<file path="src/rtl/adc_pkg.sv">
// Shared ADC definitions: sample width, frame sequencer state encoding and
// the saturating 16-bit event-counter increment used across the ADC blocks.
package adc_pkg;

    localparam int ADC_DATA_W = 16;

    typedef enum logic [1:0] {
        IDLE    = 2'd0,
        ARMED   = 2'd1,
        COLLECT = 2'd2
    } seq_state_t;

    // Event counters stick at all-ones instead of wrapping.
    function automatic logic [15:0] sat_inc16(input logic [15:0] v);
        return (v == 16'hFFFF) ? v : v + 16'd1;
    endfunction

endpackage

</file>
<file path="src/rtl/sync_fifo.sv">
// Synchronous show-ahead FIFO: rdata always shows the head entry while
// empty=0, with no read latency.
// Ports:
//   clk, sresetn   clock, synchronous active-low reset (empties the FIFO)
//   push, wdata    write request/data; accepted when not full or when a pop
//                  happens in the same cycle
//   pop            remove the head entry (ignored while empty)
//   rdata          head entry
//   full, empty    occupancy flags
module sync_fifo #(
    parameter int WIDTH = 8,
    parameter int DEPTH = 4
) (
    input  logic             clk,
    input  logic             sresetn,
    input  logic             push,
    input  logic [WIDTH-1:0] wdata,
    input  logic             pop,
    output logic [WIDTH-1:0] rdata,
    output logic             full,
    output logic             empty
);

    localparam int AW = (DEPTH > 1) ? $clog2(DEPTH) : 1;
    localparam logic [AW:0] FULL_CNT = (AW + 1)'(DEPTH);

    logic [WIDTH-1:0] mem [DEPTH];
    logic [AW-1:0]    wptr;
    logic [AW-1:0]    rptr;
    logic [AW:0]      count;
    logic             do_push;
    logic             do_pop;

    assign empty   = (count == '0);
    assign full    = (count == FULL_CNT);
    assign do_pop  = pop && !empty;
    // A pop frees the slot the push lands in, so full+pop still accepts.
    assign do_push = push && (!full || do_pop);
    assign rdata   = mem[rptr];

    always_ff @(posedge clk) begin
        if (do_push) mem[wptr] <= wdata;
    end

    always_ff @(posedge clk) begin
        if (!sresetn) begin
            wptr  <= '0;
            rptr  <= '0;
            count <= '0;
        end else begin
            if (do_push) wptr <= wptr + AW'(1);
            if (do_pop)  rptr <= rptr + AW'(1);
            case ({do_push, do_pop})
                2'b10:   count <= count + (AW + 1)'(1);
                2'b01:   count <= count - (AW + 1)'(1);
                default: count <= count;
            endcase
        end
    end

endmodule

</file>
<file path="src/rtl/adc_frame_sequencer.sv">
// ADC frame sequencer: issues a conversion request every sample_period
// clocks, gathers the N_CH samples streamed back into one frame tagged with
// a sequence number, and queues frames for a ready/valid consumer.
// Ports:
//   clk, sresetn        clock, synchronous active-low reset
//   enable              run periodic sampling
//   sample_period       clocks between conv_req pulses (values < 2 act as 2)
//   conv_req            one-cycle conversion request to the ADC driver
//   sample_data/valid   per-channel sample stream from the driver
//   frame_data/seq      head frame (channel 0 in LSBs) and its sequence number
//   frame_valid/ready   downstream handshake
//   overrun_count       frames dropped on a full FIFO (saturating)
//   timeout_count       frames aborted for missing samples (saturating)
//   missed_count        triggers skipped while still collecting (saturating)
//   active              sequencer is not IDLE
module adc_frame_sequencer
    import adc_pkg::*;
#(
    parameter int N_CH       = 4,
    parameter int DATA_W     = ADC_DATA_W,
    parameter int PERIOD_W   = 24,
    parameter int TIMEOUT    = 256,
    parameter int FIFO_DEPTH = 4,
    parameter int SEQ_W      = 16
) (
    input  logic                   clk,
    input  logic                   sresetn,
    input  logic                   enable,
    input  logic [PERIOD_W-1:0]    sample_period,
    output logic                   conv_req,
    input  logic [DATA_W-1:0]      sample_data,
    input  logic                   sample_valid,
    output logic [N_CH*DATA_W-1:0] frame_data,
    output logic [SEQ_W-1:0]       frame_seq,
    output logic                   frame_valid,
    input  logic                   frame_ready,
    output logic [15:0]            overrun_count,
    output logic [15:0]            timeout_count,
    output logic [15:0]            missed_count,
    output logic                   active
);

    localparam int CH_W  = (N_CH > 1) ? $clog2(N_CH) : 1;
    localparam int TMO_W = $clog2(TIMEOUT + 1);
    localparam int FW    = SEQ_W + N_CH * DATA_W;

    seq_state_t                     state, state_next;
    logic [PERIOD_W-1:0]            timer;
    logic [PERIOD_W-1:0]            period_m1;
    logic                           first;
    logic [CH_W-1:0]                ch_idx;
    logic [TMO_W-1:0]               tmo;
    logic [N_CH-1:0][DATA_W-1:0]    slots;
    logic [N_CH-1:0][DATA_W-1:0]    frame_slots;
    logic [SEQ_W-1:0]               seq;
    logic                           timer_hit;
    logic                           sample_last;
    logic                           tmo_hit;
    logic                           fifo_full;
    logic                           fifo_empty;
    logic                           fifo_pop;
    logic [FW-1:0]                  fifo_rdata;

    assign period_m1   = (sample_period < PERIOD_W'(2)) ? PERIOD_W'(1)
                                                        : sample_period - PERIOD_W'(1);
    // >= rather than == so a period shortened on the fly still fires.
    assign timer_hit   = (timer >= period_m1);
    assign sample_last = (state == COLLECT) && sample_valid
                         && (ch_idx == CH_W'(N_CH - 1));
    // A final sample arriving in the last allowed cycle still wins.
    assign tmo_hit     = (state == COLLECT) && !sample_last
                         && (tmo == TMO_W'(TIMEOUT - 1));
    assign active      = (state != IDLE);

    // Slots with the current sample merged in, so the completing sample can
    // be pushed in the same cycle it arrives.
    always_comb begin
        frame_slots = slots;
        for (int c = 0; c < N_CH; c++) begin
            if (ch_idx == CH_W'(c)) frame_slots[c] = sample_data;
        end
    end

    always_comb begin
        state_next = state;
        conv_req   = 1'b0;
        case (state)
            IDLE: begin
                if (enable) state_next = ARMED;
            end
            ARMED: begin
                if (!enable) begin
                    state_next = IDLE;
                end else if (first || timer_hit) begin
                    conv_req   = 1'b1;
                    state_next = COLLECT;
                end
            end
            COLLECT: begin
                if (sample_last || tmo_hit) state_next = enable ? ARMED : IDLE;
            end
            default: state_next = IDLE;
        endcase
    end

    always_ff @(posedge clk) begin
        if (!sresetn) begin
            state         <= IDLE;
            timer         <= '0;
            first         <= 1'b0;
            ch_idx        <= '0;
            tmo           <= '0;
            slots         <= '0;
            seq           <= '0;
            overrun_count <= '0;
            timeout_count <= '0;
            missed_count  <= '0;
        end else begin
            state <= state_next;
            case (state)
                IDLE: begin
                    timer <= '0;
                    first <= 1'b1;
                end
                ARMED: begin
                    if (conv_req) begin
                        timer  <= '0;
                        first  <= 1'b0;
                        ch_idx <= '0;
                        tmo    <= '0;
                    end else begin
                        timer <= timer + PERIOD_W'(1);
                    end
                end
                COLLECT: begin
                    // Period keeps running so spacing is conv_req to conv_req.
                    timer <= timer_hit ? '0 : timer + PERIOD_W'(1);
                    tmo   <= tmo + TMO_W'(1);
                    if (timer_hit) missed_count <= sat_inc16(missed_count);
                    if (sample_valid) begin
                        slots  <= frame_slots;
                        ch_idx <= ch_idx + CH_W'(1);
                    end
                    if (sample_last) begin
                        // Dropped frames still consume a number: visible gap.
                        seq <= seq + SEQ_W'(1);
                        if (fifo_full && !fifo_pop)
                            overrun_count <= sat_inc16(overrun_count);
                    end
                    if (tmo_hit) timeout_count <= sat_inc16(timeout_count);
                end
                default: ;
            endcase
        end
    end

    assign fifo_pop = !fifo_empty && frame_ready;

    sync_fifo #(
        .WIDTH (FW),
        .DEPTH (FIFO_DEPTH)
    ) u_fifo (
        .clk     (clk),
        .sresetn (sresetn),
        .push    (sample_last),
        .wdata   ({seq, frame_slots}),
        .pop     (fifo_pop),
        .rdata   (fifo_rdata),
        .full    (fifo_full),
        .empty   (fifo_empty)
    );

    assign frame_valid = !fifo_empty;
    assign frame_data  = fifo_empty ? '0 : fifo_rdata[N_CH*DATA_W-1:0];
    assign frame_seq   = fifo_empty ? '0 : fifo_rdata[FW-1 -: SEQ_W];

endmodule

</file>
<file path="config.mk">
export PLATFORM = sky130hd
export DESIGN_NAME = adc_frame_sequencer
export DESIGN_NICKNAME = d
export VERILOG_FILES = /design/src/rtl/adc_pkg.sv /design/src/rtl/sync_fifo.sv /design/src/rtl/adc_frame_sequencer.sv
export SDC_FILE = /design/constraint.sdc
export NUM_CORES = 1
export LEC_CHECK = 0
export CAP_MARGIN = 20
export CELL_PAD_IN_SITES_DETAIL_PLACEMENT = 2
export CELL_PAD_IN_SITES_GLOBAL_PLACEMENT = 2
export CORE_ASPECT_RATIO = 1.4
export CORE_UTILIZATION = 45
export CTS_BUF_LIST = sky130_fd_sc_hd__clkbuf_16
export DETAILED_ROUTE_END_ITERATION = 10
export DONT_BUFFER_PORTS = 1
export PLACE_DENSITY = 0.78
export SYNTH_ARGS = -nofsm -noshare
export SYNTH_HDL_FRONTEND = slang
export SYNTH_SLANG_ARGS = --single-unit
</file>
<file path="constraint.sdc">
create_clock -name clk -period 10.5 [get_ports clk]
set_clock_uncertainty 0.2 [all_clocks]
set_input_delay 3.15 -clock clk [delete_from_list [all_inputs] [get_ports clk]]
set_output_delay 3.15 -clock clk [all_outputs]
set_load 0.005 [all_outputs]
</file>
== Word-level counts from Yosys, hierarchy flattened ==
Memory sizes are Yosys's and may differ from the RTL's. A register that Yosys moved wholly into a read port is not among the register bits.
Index checks and enable logic that the tools add are counted.
Widths: inputs -> output; s select.

* Div/mod/pow operators: 0
* Shifts and indexed selects: 0
* Multipliers: 0
* $add $sub $neg: 12
* Reductions and logical operators: 32
* Bitwise gates (word level): 3
* Magnitude comparators: 2
* Eq/ne operators: 17
* Mux-type cells: 31

{| class="wikitable"
|+ Operators with widths
! operator !! count
|-
| $mux 16 || 5
|-
| $mux 24 || 3
|-
| $pmux 24 s3 || 1
|-
| $add 16x1->16 const B || 4
|-
| $mux 64 || 1
|-
| $eq 16x16->1 const B || 3
|-
| $add 24x1->24 const B || 1
|-
| $ge 24x24->1 || 1
|-
| $lt 24x2->1 const B || 1
|-
| $sub 24x1->24 const B || 1
|-
| $pmux 9 s2 || 1
|-
| $mux 2 || 8
|-
| $reduce_and 3->1 || 4
|-
| $add 9x1->9 const B || 1
|-
| $eq 9x8->1 const B || 1
|-
| $mux 9 || 1
|-
| $eq 2x2->1 const B || 4
|-
| $logic_and 1x1->1 || 8
|-
| $reduce_and 2->1 || 4
|-
| $reduce_bool 2->1 || 4
|-
| $mux 1 || 7
|-
| $add 2x1->2 const B || 3
|-
| $eq 2x1->1 const B || 3
|-
| $ne 2x2->1 const B || 3
|-
| other kinds (16) || 24
|}

* Bits in writable memories: 320
* Memories kept: 1
* Input port bits: 45
* Output and inout bits: 131
* Latch bits: 0
* Flip-flop bits (word level): 173
* Bits in read-only memories: 0

{| class="wikitable"
|+ Memory list
! name !! words !! bits a word !! read ports !! clocked after memory_dff !! wr ports !! RTL line !! RTL
|-
| u_fifo.mem || 4 || 80 || 1 || 1 || 1 || sync_fifo.sv:27 || <nowiki>logic [WIDTH-1:0] mem [DEPTH];</nowiki>
|}

== Logic depth before layout (Yosys ltp) ==
* Depth after elaboration: 9
* Mapped depth: 17

== Hierarchy ==
From an unflattened synthesis, not the netlist that was laid out.

* Cells, all modules: 1658
* Area, all modules: 21892.2 µm²

{| class="wikitable"
|+ Modules (own cells, without submodules)
! module !! cells each !! instances !! seq. area each (µm²) !! area each (µm²)
|-
| sync_fifo || 478 || 1 || 9789.4 || 12040.3
|-
| adc_frame_sequencer || 1180 || 1 || 3323.2 || 9851.9
|}

== Least setup slack after synthesis ==
No wires, ideal clock.

* Path type: input port to output port
* Start point: input sample_period[7]
* End point: output conv_req
* Stages on the path: 14
* Setup slack: 0.829 ns
* Required time: 7.150 ns
* Arrival: 6.321 ns
* Path through: or3_1 or4_1 or2_2 nor2_1 nand2_1 nor3_1 a21oi_1 ha_1 nand4_2 or4_4 a211o_4 nand2_1 nor2_1 nor2_1

* Cells in the longest elaborated chain, start to end: 7

{| class="wikitable"
|+ RTL lines
! element !! RTL line !! RTL
|-
| start: declaration || adc_frame_sequencer.sv:29 || <nowiki>input logic [PERIOD_W-1:0] sample_period,</nowiki>
|-
| $sub 24x1->24 / $lt 24x2->1 (equally long branches) || adc_frame_sequencer.sv:65, adc_frame_sequencer.sv:64 ||
|-
| $mux 24 (*) || adc_frame_sequencer.sv:64 || <nowiki>assign period_m1 = (sample_period < PERIOD_W'(2)) ? PERIOD_W'(1)</nowiki>
|-
| $ge 24x24->1 (*) || adc_frame_sequencer.sv:67 || <nowiki>assign timer_hit = (timer >= period_m1);</nowiki>
|-
| $logic_or 1x1->1 (*) || adc_frame_sequencer.sv:94 || <nowiki>end else if (first || timer_hit) begin</nowiki>
|-
| $mux 1 (*) || adc_frame_sequencer.sv:94 ||
|-
| $mux 1 (*) || adc_frame_sequencer.sv:92 || <nowiki>if (!enable) begin</nowiki>
|-
| $mux 1 (*) || adc_frame_sequencer.sv:87 || <nowiki>case (state)</nowiki>
|-
| end: declaration || adc_frame_sequencer.sv:30 || <nowiki>output logic conv_req,</nowiki>
|}

Mark *: on every way between the ends. The rest lies on a longest branch, timed or not.

== Final worst setup path ==
Ends and elaborated chain as after synthesis.

==> flow_summary_export.csv <==
group,metric,value,unit
worst_setup_path,path_common_cell,"nand2_1",
die,fp-row-count,94,
timing,setup_viol,0,
clock_network,cts_sinks,495,
final_layout,n_fill_cell,4436,
placement,place_congestion,0.736,
yosys,synth.avg_cell_area,13.4,um2
placement,io_buffers,0,
clock_network,h-tree-depth,2,
worst_setup_path,critPathArrivalTime,6740,ps
outcome,status,"finished, final reports clean",
yosys,netlist.top_cell.by_area,"edfxtp_1",
timing,min_period,10090,ps
placement,placed_cells,2160,
final_layout,num_antenna_cells,0,
placement,hpwl,37100,um
clock_network,cts_buffer_depth,3,
timing,tns,0,ps
timing,worst_pin_slew,1080,ps
clock_network,cts_resized,0,
worst_setup_path,crit_path_end_kind,"output port",
timing,rsz0062_at_grt,"false",
final_layout,ff_latch_area,0.0131,mm2
yosys,seq_area_frac_synth,60.9,%
routing,vias,13200,
yosys,synthFlopType,"edfxtp_1",
grt,grt_pass1_wl,89300,um
power,vdd_drop_max,0.000125,V
die,ioPinCount,176,
timing,period_share,96.1,%
grt,grt_pass1_vias,14800,
timing,max_freq,99.1,MHz
yosys,synth_area,0.0215,mm2
clock_network,clk_latency,580,ps
routing,post_drt_wl_per_cell,26.2,um
worst_setup_path,worst_path_largest_cell_delay,510,ps
die,core_area,0.0472,mm2
yosys,yosys_warnings,0,
clock_network,cts.clk_slew.worst_paths,60,ps
routing,drt_iter0_drc,606,
timing,hold_viol,0,
worst_setup_path,worstSetupPathType,"input port to output port",
yosys,yosysUniqueCellTypes,66,
yosys,synth_top_area_share,44.6,%
final_layout,drive_gt1_share,15.0,%
grt,grt_antenna_before_repair,1,
die,die_h,261,um
grt,grtUsageTotal,24.1,%
final_layout,layout.nets,1677,
clock_network,cts-hold-fix-buffers,0,
yosys,yosysMostFrequentCell,"edfxtp_1",
die,die_w,187,um
worst_setup_path,path_delay_family,"simple AND/OR/NAND/NOR gates",
run,maxCapViolations,0,
die,die-area,0.0487,mm2
worst_setup_path,critPathRequiredTime,7150,ps
worst_setup_path,crit_path_cell_trace,"or3_1, or4_1, nor3_2, nand2_1, nand2_1, ha_1, a21oi_1, o21ai_0, a2111oi_2, a211o_4, nand2_1, nor2_1, nor2_1",
timing,finalMaxSlewViolations,0,
routing,ant_nets,0,
final_layout,area.growth.synth_to_final,9.55,%
yosys,synth-async-reset-ratio,0,%
power,cellPowerDensity,162,mW/mm2
worst_setup_path,crit_fanout,19,
power,p_leak,0.00824,uW
grt,grt_max_degree,83,
final_layout,finalNonFillerCells,2249,
yosys,yosys-top-cells-count,"320 x edfxtp_1, 175 x dfxtp_1, 136 x nor2_1",
yosys,synth_edf_count,320,
routing,viasPerCell,5.88,
timing,maxSlewHeadroom,28.1,%
final_layout,multi_input_area,0.00802,mm2
die,initial_core_util,45.7,%
clock_network,post_cts_buffers,0,
yosys,syn_inst,1610,
worst_setup_path,critPathLaunchType,"input port",
grt,grt_overflow,0,
yosys,synth-seq-cells,495,
routing,drc_errors,0,
yosys,synthTopCellsByArea,"edfxtp_1 45%, dfxtp_1 16%, mux4_2 8.4%",
clock_network,cts_buffers,48,
routing,wl,58800,um
worst_setup_path,worst_path_max_delay_cell,"or4_1",
clock_network,tritoncts,"built",
worst_hold_path,hold_path_class,"register to register",
clock_network,root_buffer,"clkbuf_16",
worst_setup_path,critPathBufInv,0,
routing,dr.pass1.iters,4,
yosys,mappedNetlistNets,1701,
routing by layer:
metal | GRT usage, % | vias up | routed length [um]
met5 | 0 | - | 13
met1 | 26.6 | 6911 | 22400
li1 | - | 5933 | -
met3 | 4.21 | 103 | 2340
met2 | 45.7 | 273 | 31900
met4 | 9.84 | 2 | 2200
power by group:
part	switching, uW	total, uW	internal, uW
registers	3.64	2060	2050
logic	54.4	79.5	25.1
clock network	753	1670	921
cells in the final DEF, fill, tap and decap left out, types with 3 or more instances in the layout:
cell type / instances
a211oi_1: 17
a21oi_1: 60
and2_1: 87
and2_4: 4
and3_1: 18
and4_1: 12
buf_4: 11
bufinv_16: 3
clkbuf_16: 49
clkinv_1: 12
clkinv_2: 10
dfxtp_1: 173
edfxtp_1: 320
ha_1: 45
inv_1: 35
mux2_2: 64
mux2i_1: 56
mux4_2: 80
nand2_1: 117
nand2b_1: 7
nand3_1: 54
nand3b_1: 5
nand4_1: 19
nor2_1: 136
nor3_1: 14
nor3b_1: 3
nor4_1: 17
nor4b_1: 3
o21ai_0: 31
o221a_2: 3
o22ai_1: 6
o31ai_1: 8
or3_1: 15
or3b_1: 3
or4_1: 5
xnor2_1: 25
xor2_1: 48
sequential cells by signal, indices dropped and copies added (netlist names), named ones only:
register and flops:
u_fifo.rptr 2, missed_count 16, timer 24, u_fifo.wptr 2, state 2, u_fifo.mem 320, overrun_count 16, slots 64
first 1, seq 16, tmo 9, timeout_count 16, u_fifo.count 3, ch_idx 2
path summary, 6_finish.rpt:
kind / from / to / slack, ps / cells after the start
worst max-delay path: sample_period[7] / conv_req / 410 / 13
worst min-delay path: slots[53] / slots[53] / 290 / 2
worst max register to register: state[0] / u_fifo.mem[0][72] / 5210 / 8
worst min register to register: slots[53] / slots[53] / 290 / 2
layout make-up:
cell class	count	share of cell area, %
Tap cell	624	3.31
Timing Repair Buffer	12	0.371
Clock inverter	40	1.12
Inverter	24	0.393
Multi-Input combinational cell	1005	34.0
Clock buffer	49	5.20
Sequential cell	495	55.6
worst min-delay path, stage by stage, from the launching register on:
cell and delay (ps):
dfxtp_1 310, nand2_1 60, a21oi_1 70
per-stage QoR:
| stage | total power, uW | hold WS, ps | util (%) | setup WS (ps) | instance area (um2) |
|---|---|---|---|---|---|
| after floorplan | 2160 | 234 | - | 829 | 21500 |
| after global placement | 2180 | 239 | 46.8 | 509 | 22100 |
| after detailed placement | 2180 | 262 | 46.9 | 373 | 22100 |
| after CTS | 3850 | 285 | 50.0 | 369 | 23600 |
| after global routing | 3920 | 292 | 50.0 | 71.1 | 23600 |
| final | 3810 | 288 | 50.0 | 411 | 23600 |
logic make-up after synthesis:
kind of cell,synth area share (%)
compound gates,4.65
xor+xnor,2.97
fa+ha+maj,2.71
buf+inv,1.94
flops,60.9
mux,14.3
simple gates,12.5
Note: power is estimated with default switching activity, not from simulation.
